--- src/rtl/display_scan_mux.sv ---
`default_nettype none
// ============================================================================
// Module   : display_scan_mux
// Purpose  : Time-multiplexed scanner for a multi-digit 7-segment display.
//            It holds a BCD value and steps through the digits at a
//            programmable slot rate. A value written mid-frame is held in a
//            pending buffer and only becomes visible at the next frame
//            boundary, so a frame never shows a mix of old and new digits.
// Ports    :
//    clk          system clock
//    rst_n        asynchronous active-low reset
//    value_in     BCD nibbles, nibble 0 (bits 3:0) = least significant digit
//    load         capture value_in this cycle
//    blank_lz     1 = suppress leading zeros
//    digit_out    code to the 7-segment decoder (4'hF = blank)
//    digit_an     one-hot digit select, polarity set by AN_ACTIVE_LOW
//    digit_idx    index of the digit currently driven
//    frame_start  one-cycle pulse with the first output cycle of digit 0
// Revision : 1.0 - initial release
// ============================================================================
module display_scan_mux #(
   parameter int NUM_DIGITS    = 4,
   parameter int REFRESH_DIV   = 50000,
   parameter int GUARD         = 16,
   parameter int AN_ACTIVE_LOW = 1
) (
   input  logic                            clk,
   input  logic                            rst_n,
   input  logic [4*NUM_DIGITS-1:0]         value_in,
   input  logic                            load,
   input  logic                            blank_lz,
   output logic [3:0]                      digit_out,
   output logic [NUM_DIGITS-1:0]           digit_an,
   output logic [$clog2(NUM_DIGITS)-1:0]   digit_idx,
   output logic                            frame_start
);

   localparam int IDX_W = $clog2(NUM_DIGITS);
   localparam int CNT_W = (REFRESH_DIV > 1) ? $clog2(REFRESH_DIV) : 1;

   localparam logic [CNT_W-1:0]      LAST_CNT  = CNT_W'(REFRESH_DIV - 1);
   localparam logic [CNT_W-1:0]      GUARD_CNT = CNT_W'(GUARD);
   localparam logic [IDX_W-1:0]      LAST_IDX  = IDX_W'(NUM_DIGITS - 1);
   // XOR mask that turns an active-high select into the configured polarity;
   // it is also the "all selects off" pattern.
   localparam logic [NUM_DIGITS-1:0] AN_OFF    = (AN_ACTIVE_LOW != 0) ?
                                                 {NUM_DIGITS{1'b1}} :
                                                 {NUM_DIGITS{1'b0}};

   logic [CNT_W-1:0]        pre_cnt;
   logic [IDX_W-1:0]        idx;
   logic [4*NUM_DIGITS-1:0] pending;
   logic                    pending_valid;
   logic [4*NUM_DIGITS-1:0] active;
   // Set during the first state cycle of a new frame; frame_start is this
   // delayed by the output register so it lines up with digit 0 on the pins.
   logic                    wrapped;

   logic                    terminal;
   logic                    wrap;
   logic [3:0]              nib [NUM_DIGITS];
   logic [NUM_DIGITS-1:0]   zero_above;
   logic                    all_zero;
   logic                    blanked;
   logic [3:0]              digit_next;
   logic [NUM_DIGITS-1:0]   sel;
   logic [NUM_DIGITS-1:0]   an_next;

   assign terminal = (pre_cnt == LAST_CNT);
   assign wrap     = terminal && (idx == LAST_IDX);

   // ------------------------------------------------------------------------
   // Slot prescaler and digit index
   // ------------------------------------------------------------------------
   always_ff @(posedge clk or negedge rst_n) begin
      if (!rst_n) begin
         pre_cnt <= '0;
         idx     <= '0;
         wrapped <= 1'b0;
      end else begin
         wrapped <= wrap;
         if (terminal) begin
            pre_cnt <= '0;
            idx     <= wrap ? '0 : idx + 1'b1;
         end else begin
            pre_cnt <= pre_cnt + 1'b1;
         end
      end
   end

   // ------------------------------------------------------------------------
   // Double buffer: loads land in pending and are committed at the wrap.
   // A load on the wrap cycle itself goes straight to active, superseding
   // anything still pending.
   // ------------------------------------------------------------------------
   always_ff @(posedge clk or negedge rst_n) begin
      if (!rst_n) begin
         pending       <= '0;
         pending_valid <= 1'b0;
         active        <= '0;
      end else if (wrap) begin
         pending_valid <= 1'b0;
         if (load) begin
            active <= value_in;
         end else if (pending_valid) begin
            active <= pending;
         end
      end else if (load) begin
         pending       <= value_in;
         pending_valid <= 1'b1;
      end
   end

   // ------------------------------------------------------------------------
   // Digit selection and leading-zero blanking
   // ------------------------------------------------------------------------
   for (genvar gi = 0; gi < NUM_DIGITS; gi++) begin : g_nib
      assign nib[gi] = active[4*gi +: 4];
   end

   // zero_above[i] = nibble i and every more significant nibble are zero.
   always_comb begin
      all_zero   = 1'b1;
      zero_above = '0;
      for (int i = NUM_DIGITS - 1; i >= 0; i--) begin
         all_zero      = all_zero & (nib[i] == 4'd0);
         zero_above[i] = all_zero;
      end
   end

   // Digit 0 is never blanked so a zero value still shows a single "0".
   assign blanked    = blank_lz && (idx != '0) && zero_above[idx];
   assign digit_next = blanked ? 4'hF : nib[idx];

   always_comb begin
      sel      = '0;
      sel[idx] = 1'b1;
   end

   // Selects stay off for the first GUARD cycles of each slot so the
   // previous digit's segments never ghost onto the new digit.
   assign an_next = (pre_cnt >= GUARD_CNT) ? sel : '0;

   // ------------------------------------------------------------------------
   // Registered outputs (one cycle behind the scan state)
   // ------------------------------------------------------------------------
   always_ff @(posedge clk or negedge rst_n) begin
      if (!rst_n) begin
         digit_out   <= 4'hF;
         digit_an    <= AN_OFF;
         digit_idx   <= '0;
         frame_start <= 1'b0;
      end else begin
         digit_out   <= digit_next;
         digit_an    <= an_next ^ AN_OFF;
         digit_idx   <= idx;
         frame_start <= wrapped;
      end
   end

endmodule
`default_nettype wire

--- config.mk ---
export PLATFORM = sky130hd
export DESIGN_NAME = display_scan_mux
export DESIGN_NICKNAME = d
export VERILOG_FILES = /design/src/rtl/display_scan_mux.sv
export SDC_FILE = /design/constraint.sdc
export NUM_CORES = 1
export LEC_CHECK = 0
export CAP_MARGIN = 10
export CORE_MARGIN = 3
export CORE_UTILIZATION = 25
export CTS_BUF_LIST = sky130_fd_sc_hd__clkbuf_8
export DETAILED_ROUTE_END_ITERATION = 10
export GPL_ROUTABILITY_DRIVEN = 0
export GPL_TIMING_DRIVEN = 0
export PLACE_DENSITY = 0.41
export SLEW_MARGIN = 20
export SYNTH_ARGS = -nofsm -noshare
export SYNTH_HDL_FRONTEND = slang
export SYNTH_SLANG_ARGS = --single-unit
--- constraint.sdc ---
create_clock -name clk -period 4.6 [get_ports clk]
set_input_delay 0.92 -clock clk [delete_from_list [all_inputs] [get_ports clk]]
set_output_delay 0.92 -clock clk [all_outputs]
set_load 0.005 [all_outputs]
==> flow_summary.ini, run 1 <==
[grt]
grt_max_degree = 40
globalRoute.totalOverflow = 0
grt_use_total_pct = 11.3
number_of_antenna_violations_at_the_first_check_in_global_routing = 0
grt_pass1_wl_um = 11700
first_global_vias = 2197

[finish]
layout.core_utilization_pct = 32.2
layout.cells.most_common_list = dfrtp_1 (55), clkdlybuf4s50_1 (28), nand2_1 (26), a21oi_1 (25), inv_1 (24)
finish.instance_area_um2 = 3740
final_common_cell = dfrtp_1
n_antenna_cell = 0
drive_above_1_share_pct = 20.1
fin_nets = 355
syn2layout_area_growth_pct = 23.5

[pwr]
cellLeakagePower_nw = 1.62
power_mw = 1.21
clkPwrFrac_pct = 45.9
power.density_nw_per_um2 = 323
max-vdd-ir-drop_mv = 0.0955
sw_frac_of_total_pct = 22.7
cell_internal_pwr_mw = 0.933
power.combinational.fraction_pct = 6.9
relative_contribution_of_sequential_cells_to_total_power_pct = 47.2
power.net_switching_mw = 0.274

[worst_setup_path]
cp_data_arrival_time_ps = 2710
reg2reg_from = idx[1]
crit_start = idx[1]
cp_data_required_time_ps = 4830
worst_setup_path_end_kind = flip-flop
worst-setup-path-type = flip-flop to flip-flop
startpoint_type = flip-flop
cp_max_fo = 10

[clocking]
post_cts_resize_count = 0
clkLatencyLatePin_ps = 340
clock_tree.root_cell = clkbuf_8
clkSlewWorstSetupHoldPaths_ps = 80
cts.path.max_buffers = 2
hold_buffers = 0
cts_buffer_count = 9
tritoncts_clock_tree = yes
h-tree-depth = 3
post_cts_buffers = 0
cts_num_sinks = 63

[routing]
detailroute.via_count = 2176
routedWlPerCell_um = 14.7
first_pass_iters = 4
avgViaCountPerCell = 4.56
drtAntennaViolNets = 0
first_iter_violations = 97
count_of_unresolved_drc_violations_after_routing = 0
wl_um = 7020

[place]
post-dp-hpwl_um = 4980
port_bufs = 29
placed_area_um2 = 3520

[timing]
post-route-period-util_pct = 53.9
rsz_0062_raised_after_global_routing = no
timing.setup.tns_ps = 0
worst_clock_skew_ps = 15.8
report.final.hold_viol_count = 0
report.final.setup_viol = 0
period_minus_slack_ps = 2480
final-max-slew-violation-count = 0
hold-worst-slack_ps = 361
tightest_slew_ps = 729
fmax_mhz = 403
relSlewSlack_pct = 51.1

[logic_synthesis]
yosys_warnings = 0
syn-cell-area_um2 = 3030
yosysSeqAreaShare_pct = 52.4
ys_dominant_reg_cell = dfrtp_1
synth.ff_latch_count = 63
post_synth_main_area_contributors = dfrtp_1 (45%), dfstp_2 (6.9%), a21oi_1 (4.1%), o22ai_2 (4.1%), nand3_1 (3.3%)
synth_edf_count = 0
synthArstFlopShare_pct = 100
synthesis.area_per_instance_um2 = 10.5
synth_top_area_share_pct = 45.4
mappedNetlistNets = 314
syn_inst = 288
synth_area_leader_cell = dfrtp_1
number_of_distinct_library_cells_after_synthesis = 37

[floorplanning]
floorplan.io_pins = 31
dieWidth_um = 116
initial_utilization_pct = 26.1
num_rows = 39
core_region_area_um2 = 11600
fp.dieH_um = 116
floorplan.die_area_um2 = 13500

[worst_hold_path]
holdCritStartpoint = wrapped
worst_hold_path_type = flip-flop to flip-flop

[status]
status = finished clean

[job]
max_cap_violations = 0
-- synthesized netlist by cell type (5+ instances only) --
master,n
nand2_1,26
dfrtp_1,55
inv_1,22
nor4_1,6
nand3_1,20
o22ai_1,6
dfstp_2,8
a21oi_1,25
xnor2_1,7
o21ai_0,19
o22ai_2,10
clkbuf_1,11
or2_2,6
nor2_1,11
ha_1,6
a21oi_2,9
nand4_1,5
nor3_1,5
xor2_1,5
-- cell families after synthesis --
group | count (synthesis) | share of synthesized area (%)
buf+inv | 39 | 5.74
mux | 6 | 3.84
flops | 63 | 52.4
fa+ha+maj | 6 | 2.48
compound gates | 70 | 15.5
simple gates | 92 | 16.6
xor+xnor | 12 | 3.47
-- power by group through the flow --
| stage | combinational, mW | sequential [mW] | clock (mW) |
|---|---|---|---|
| 2_1_floorplan | 0.0432 | 0.580 | 0 |
| 3_3_place_gp | 0.0835 | 0.580 | 0 |
| 3_5_place_dp | 0.0860 | 0.580 | 0 |
| 4_1_cts | 0.0862 | 0.570 | 0.569 |
| 5_1_grt | 0.0940 | 0.571 | 0.592 |
| 6_report | 0.0832 | 0.570 | 0.554 |
-- sequential cells by signal, summed over array words and instances, names as in the netlist --
register and count:
frame_start 1, digit_an 4, digit_idx 2, digit_out 4, wrapped 1, idx 2, pre_cnt 16, active 16
pending_valid 1, pending 16
-- per-stage QoR --
step / setup WS, ps / cells
final: 2120 / 477
after global routing: 1930 / 477
after CTS: 2090 / 477
after detailed placement: 2100 / 461
after global placement: 356 / 460
after floorplan: 2500 / 288
-- cell type report --
type                    instances  area, µm²
flip-flops and latches         63       1590
well taps                     143        179
multi-input cells             186       1270
plain buffers                  17       91.3
clock buffers                  11        151
inverters                      22       82.6
repair buffers                 30        308
clock inverters                 5       72.6
fillers                      1217       7870
-- critical path, cell delays in order (launching register included) --
cell	delay [ps]
dfrtp_1	540
ha_1	290
or4b_1	500
nor4_4	570
nor2_4	150
mux2_4	330
-- final timing paths --
path / cells after the start / slack, ps / endpoint
max: 5 / 2120 / pending[14]
min: 0 / 360 / frame_start
max reg2reg: 5 / 2120 / pending[14]
min reg2reg: 0 / 360 / frame_start
max in group asynchronous: 2 / 3600 / pre_cnt[0]
min in group asynchronous: 1 / 470 / pending[1]
-- layer usage --
| metal | track usage (%) | wire [µm] | up-vias |
|---|---|---|---|
| li1 | - | - | 1085 |
| met1 | 16.0 | 3570 | 1055 |
| met2 | 17.0 | 3150 | 26 |
| met3 | 1.88 | 160 | 10 |
| met4 | 5.10 | 131 | 0 |
| met5 | 0 | 0 | - |
(Power assumes the default switching activity.)
==> run 2, diff against run 1 <==
==> constraint.sdc (replaced) <==
create_clock -name clk -period 2.6 [get_ports clk]
set_input_delay 0.52 -clock clk [delete_from_list [all_inputs] [get_ports clk]]
set_output_delay 0.52 -clock clk [all_outputs]
set_load 0.005 [all_outputs]
==> run 2 against run 1 <==
- sequential share of layout area down 0.31 points
- combinational power grew 77%
- clock skew about the same
- routed wire length up 0.78%
- sequential power up 77%
- first-iteration DRC count decreased by 2.1%
- worst setup slack got worse by 1800 ps
- count of clock-buffer cells in the layout unchanged
- register-to-register slack worse by 1800 ps
- critical path depth stayed put
- largest power group unchanged
- highest routed layer unchanged
==> flow_summary.ini, run 2 (synthesis results as in run 1) <==
[status]
status = finished clean

[pwr]
cellLeakagePower_nw = 1.64
power.density_nw_per_um2 = 567
max-vdd-ir-drop_mv = 0.169
sw_frac_of_total_pct = 22.7
clkPwrFrac_pct = 45.9
power.combinational.fraction_pct = 6.9
cell_internal_pwr_mw = 1.65
power.net_switching_mw = 0.484
relative_contribution_of_sequential_cells_to_total_power_pct = 47.2

[floorplanning]
floorplan.io_pins = 31
core_region_area_um2 = 11600
num_rows = 39
floorplan.die_area_um2 = 13500
dieWidth_um = 116
initial_utilization_pct = 26.1
fp.dieH_um = 116

[timing]
relSlewSlack_pct = 65.3
period_minus_slack_ps = 2310
fmax_mhz = 433
worst_clock_skew_ps = 16.0
final-max-slew-violation-count = 0
report.final.hold_viol_count = 0
rsz_0062_raised_after_global_routing = no
post-route-period-util_pct = 88.7
hold-worst-slack_ps = 65.9
report.final.setup_viol = 0
tightest_slew_ps = 521

[clocking]
cts.path.max_buffers = 2
cts_buffer_count = 9
clkSlewWorstSetupHoldPaths_ps = 80
clock_tree.root_cell = clkbuf_8
h-tree-depth = 3
clkLatencyLatePin_ps = 340
tritoncts_clock_tree = yes
post_cts_resize_count = 0
cts_num_sinks = 63

[worst_setup_path]
startpoint_type = flip-flop
critical_path.reg2reg.endpoint = idx[0]
timing.critical_path.slowest_cell_delay_ps = 530
timing.critical_path.max_delay_family = simple AND/OR/NAND/NOR gates
worst_setup_path_end_kind = flip-flop
reg2reg_from = pre_cnt[0]
cp_max_fo = 10
worst-r2r-setup-slack_ps = 290
rr_worst_depth = 5
cp_data_arrival_time_ps = 2510
critical_path_buf_inv_count = 1
worst-setup-path-type = flip-flop to flip-flop
cp_data_required_time_ps = 2800
timing.critical_path.cells = ha_1, nand4_1, nor4_4, clkbuf_1, o21ai_0
worst_path_max_delay_cell = nor4_4
crit_start = pre_cnt[0]

[finish]
layout.core_utilization_pct = 32.4
drive_above_1_share_pct = 20.5
layout_top_registers = active x16, pending x16, pre_cnt x16
n_antenna_cell = 0
syn2layout_area_growth_pct = 24.4
final_common_cell = dfrtp_1
fin_nets = 357
layout.cells.most_common_list = dfrtp_1 (55), clkdlybuf4s50_1 (28), nand2_1 (26), a21oi_1 (25), inv_1 (24)

[grt]
grt_max_degree = 40
first_global_vias = 2197
number_of_antenna_violations_at_the_first_check_in_global_routing = 0
grt_pass1_wl_um = 11700
grt_use_total_pct = 11.3
globalRoute.totalOverflow = 0

[place]
post-dp-hpwl_um = 4980
port_bufs = 29

[worst_hold_path]
worst_hold_path_type = input pin to async pin

[job]
max_cap_violations = 0

[routing]
routedWlPerCell_um = 14.8
wl_um = 7080
drtAntennaViolNets = 0
first_pass_iters = 4
first_iter_violations = 95
detailroute.via_count = 2198
avgViaCountPerCell = 4.59
count_of_unresolved_drc_violations_after_routing = 0
run 2: cell types whose count changed in the layout (fill, tap and decap cells not counted):
cell	previous run	this run
buf_4	4	5
buf_12	1	2
run 2: worst reg2reg max path, delay by kind of cell (launching register included):
family	cells	cell delay, ps
AND/OR/NAND/NOR	2	920
buffers and inverters	1	470
adder cells (fa/ha/maj)	1	220
flip-flops	1	410
AO/OA/AOI/OAI	1	160
run 2: power by group through the flow:
stage	Clock (mW)	Combinational (mW)	Sequential [mW]
global placement	0	0.148	1.03
detailed placement	0	0.152	1.03
CTS	1.01	0.153	1.01
finish	0.979	0.147	1.01
global route	1.05	0.166	1.01
floorplan	0	0.0765	1.03
run 2: stage by stage:
stage	setup WS, ps	power [mW]	cell area (µm²)	instances	setup TNS (ps)
global placement	-1240	1.17	3500	460	-71960
CTS	93.0	2.17	3740	477	0
floorplan	498	1.10	3030	288	0
finish	293	2.13	3770	479	0
global route	47.9	2.22	3770	479	0
detailed placement	99.8	1.18	3520	461	0
run 2: worst max-delay path by stage:
stage                   to  cells past startpoint  slack (ps)
2_1_floorplan  pending[14]                      5         500
3_3_place_gp   pre_cnt[11]                      1       -1240
3_5_place_dp   pending[14]                      5         100
4_1_cts        pending[14]                      5          90
5_1_grt             idx[0]                      5          50
6_report            idx[0]                      5         290
run 2: what timing repair did:
item,in CTS,in global routing
hold buffers,0,0
setup endpoints to repair,0,15
setup buffers,0,2
run 2: area by class of cell:
| class | count | area (µm²) |
|---|---|---|
| tap | 143 | 179 |
| fill | 1216 | 7850 |
| inverter | 22 | 82.6 |
| clock inverter | 5 | 72.6 |
| timing repair buffer | 32 | 335 |
| buffer | 17 | 91.3 |
| clock buffer | 11 | 151 |
| sequential | 63 | 1590 |
| multi-input combinational | 186 | 1270 |
run 2: layer usage:
layer / wire length (µm) / global-route usage, %
met1: 3620 / 16.0
met2: 3160 / 17.0
met3: 158 / 1.88
met4: 131 / 5.10
met5: 0 / 0
==> run 3, diff against run 2 <==
--- a/config.mk
+++ b/config.mk
@@ -6,11 +6,10 @@
 export NUM_CORES = 1
 export LEC_CHECK = 0
 export CAP_MARGIN = 10
-export CORE_MARGIN = 3
+export CORE_MARGIN = 1.5
 export CORE_UTILIZATION = 25
 export CTS_BUF_LIST = sky130_fd_sc_hd__clkbuf_8
 export DETAILED_ROUTE_END_ITERATION = 10
-export GPL_ROUTABILITY_DRIVEN = 0
 export GPL_TIMING_DRIVEN = 0
 export PLACE_DENSITY = 0.41
 export SLEW_MARGIN = 20
==> run 3 against run 2 <==
- worst setup slack lost 32 ps
- final cell count rose by 0.84%
- power fell by 12%
- clock power fell by 27%
- count of clock-buffer cells in the layout shrank 2
- clock skew decreased by 7.5 ps
- critical path depth is 2 higher
- critical path type unchanged
==> flow_summary.ini, run 3 (synthesis results as in run 1) <==
[clocking]
cts_num_sinks = 63
post_cts_resize_count = 0
hold_buffers = 0
cts.path.max_buffers = 2
clkSlewWorstSetupHoldPaths_ps = 70
h-tree-depth = 3
cts_buffer_count = 9
clock_tree.root_cell = clkbuf_8
clkLatencyLatePin_ps = 350
tritoncts_clock_tree = yes

[routing]
detailroute.via_count = 2229
first_pass_iters = 4
count_of_unresolved_drc_violations_after_routing = 0
drtAntennaViolNets = 0
first_iter_violations = 123
avgViaCountPerCell = 4.61
routedWlPerCell_um = 14.7
wl_um = 7110

[timing]
worst_clock_skew_ps = 8.45
rsz_0062_raised_after_global_routing = no
final-max-slew-violation-count = 0
report.final.setup_viol = 0
tightest_slew_ps = 522
post-route-period-util_pct = 90.0
report.final.hold_viol_count = 0
relSlewSlack_pct = 65.2
final_critical_path_setup_slack_ps = 261
fmax_mhz = 427
hold-worst-slack_ps = 69.1
period_minus_slack_ps = 2340

[floorplanning]
num_rows = 40
floorplan.io_pins = 31
floorplan.die_area_um2 = 12800
dieWidth_um = 113
core_region_area_um2 = 11900
fp.dieH_um = 113
initial_utilization_pct = 25.4

[worst_setup_path]
reg2reg_from = pre_cnt[0]
critical_path_buf_inv_count = 2
critical_path.reg2reg.endpoint = pending[0]
rr_worst_depth = 7
worst_setup_path_endpoint = pending[0]
worst_setup_path_end_kind = flip-flop
worst-path-stages = 7
cp_data_arrival_time_ps = 2570
timing.critical_path.max_delay_family = simple AND/OR/NAND/NOR gates
crit_start = pre_cnt[0]
cp_data_required_time_ps = 2830
worst-setup-path-type = flip-flop to flip-flop
worst-r2r-setup-slack_ps = 260
worst_path_max_delay_cell = nor4_4
timing.critical_path.slowest_cell_delay_ps = 520
cp_max_fo = 10
timing.critical_path.cells = ha_1, nand4_1, nor4_4, and2_0, buf_2, buf_4, o22ai_2
startpoint_type = flip-flop

[finish]
final_common_cell = dfrtp_1
layout_top_registers = active x16, pending x16, pre_cnt x16
final_cell_count_no_fill = 483
fin_nets = 357
layout.cells.most_common_list = dfrtp_1 (55), clkdlybuf4s50_1 (28), nand2_1 (26), a21oi_1 (25), inv_1 (24)
layout.core_utilization_pct = 31.0
n_antenna_cell = 0
drive_above_1_share_pct = 20.5
syn2layout_area_growth_pct = 21.9

[status]
status = finished clean

[pwr]
cellLeakagePower_nw = 1.61
max-vdd-ir-drop_mv = 0.184
power.density_nw_per_um2 = 508

[place]
post-dp-hpwl_um = 4990
port_bufs = 29
numPlacedInstances = 465
finalWeightedCongestion = 0.739
placement.setup.worst_slack_ps = 69.2

[grt]
grt_pass1_wl_um = 11800
number_of_antenna_violations_at_the_first_check_in_global_routing = 0
grt_use_total_pct = 11.9
first_global_vias = 2224
globalRoute.totalOverflow = 0
grt_max_degree = 39

[worst_hold_path]
worst_hold_path_type = input pin to async pin

[job]
max_cap_violations = 0
[run 3: repair_timing]
action                     4_1_cts  5_1_grt
hold endpoints to repair         0        0
buffers inserted                 0        2
setup endpoints to repair        0       11
[run 3: cell type report]
class / instances / area [µm²]
fillers: 1255 / 8220
inverters: 22 / 82.6
well taps: 147 / 184
clock inverters: 7 / 32.5
multi-input cells: 186 / 1270
repair buffers: 32 / 323
plain buffers: 17 / 91.3
clock buffers: 9 / 124
flip-flops and latches: 63 / 1590
[run 3: where the power goes]
part           internal, mW  leakage [nW]  switching, mW  total [mW]
logic                0.0636         0.708         0.0855       0.149
registers              1.00         0.802        0.00578        1.01
clock network         0.330        0.0949          0.386       0.716
total                  1.40          1.61          0.478        1.87
[run 3: per-layer routing]
layer,vias up,global-route usage (%),share of wire (%),wire [µm]
li1,1092,-,-,-
met1,1096,16.7,50,3580
met2,30,17.8,45,3200
met3,11,1.77,2.3,164
met4,0,6.25,2.2,153
met5,-,0,0,0
[run 3: stage by stage]
step | area (µm²) | TNS, ps | power, mW
CTS | 3680 | 0 | 1.91
global placement | 3500 | -72880 | 1.17
finish | 3690 | 0 | 1.87
floorplan | 3030 | 0 | 1.10
detailed placement | 3520 | 0 | 1.18
global route | 3690 | 0 | 1.96
[run 3: how the worst min path moves through the flow]
| stage | from | endpoint | slack [ps] | cells after the start |
|---|---|---|---|---|
| 4_1_cts | rst_n | pending[1] | 70 | 1 |
| 3_5_place_dp | wrapped | frame_start | 340 | 0 |
| 2_1_floorplan | rst_n | active[0] | 220 | 0 |
| 3_3_place_gp | wrapped | frame_start | 350 | 0 |
| 5_1_grt | rst_n | pending[1] | 90 | 1 |
| 6_report | rst_n | pending[1] | 70 | 1 |
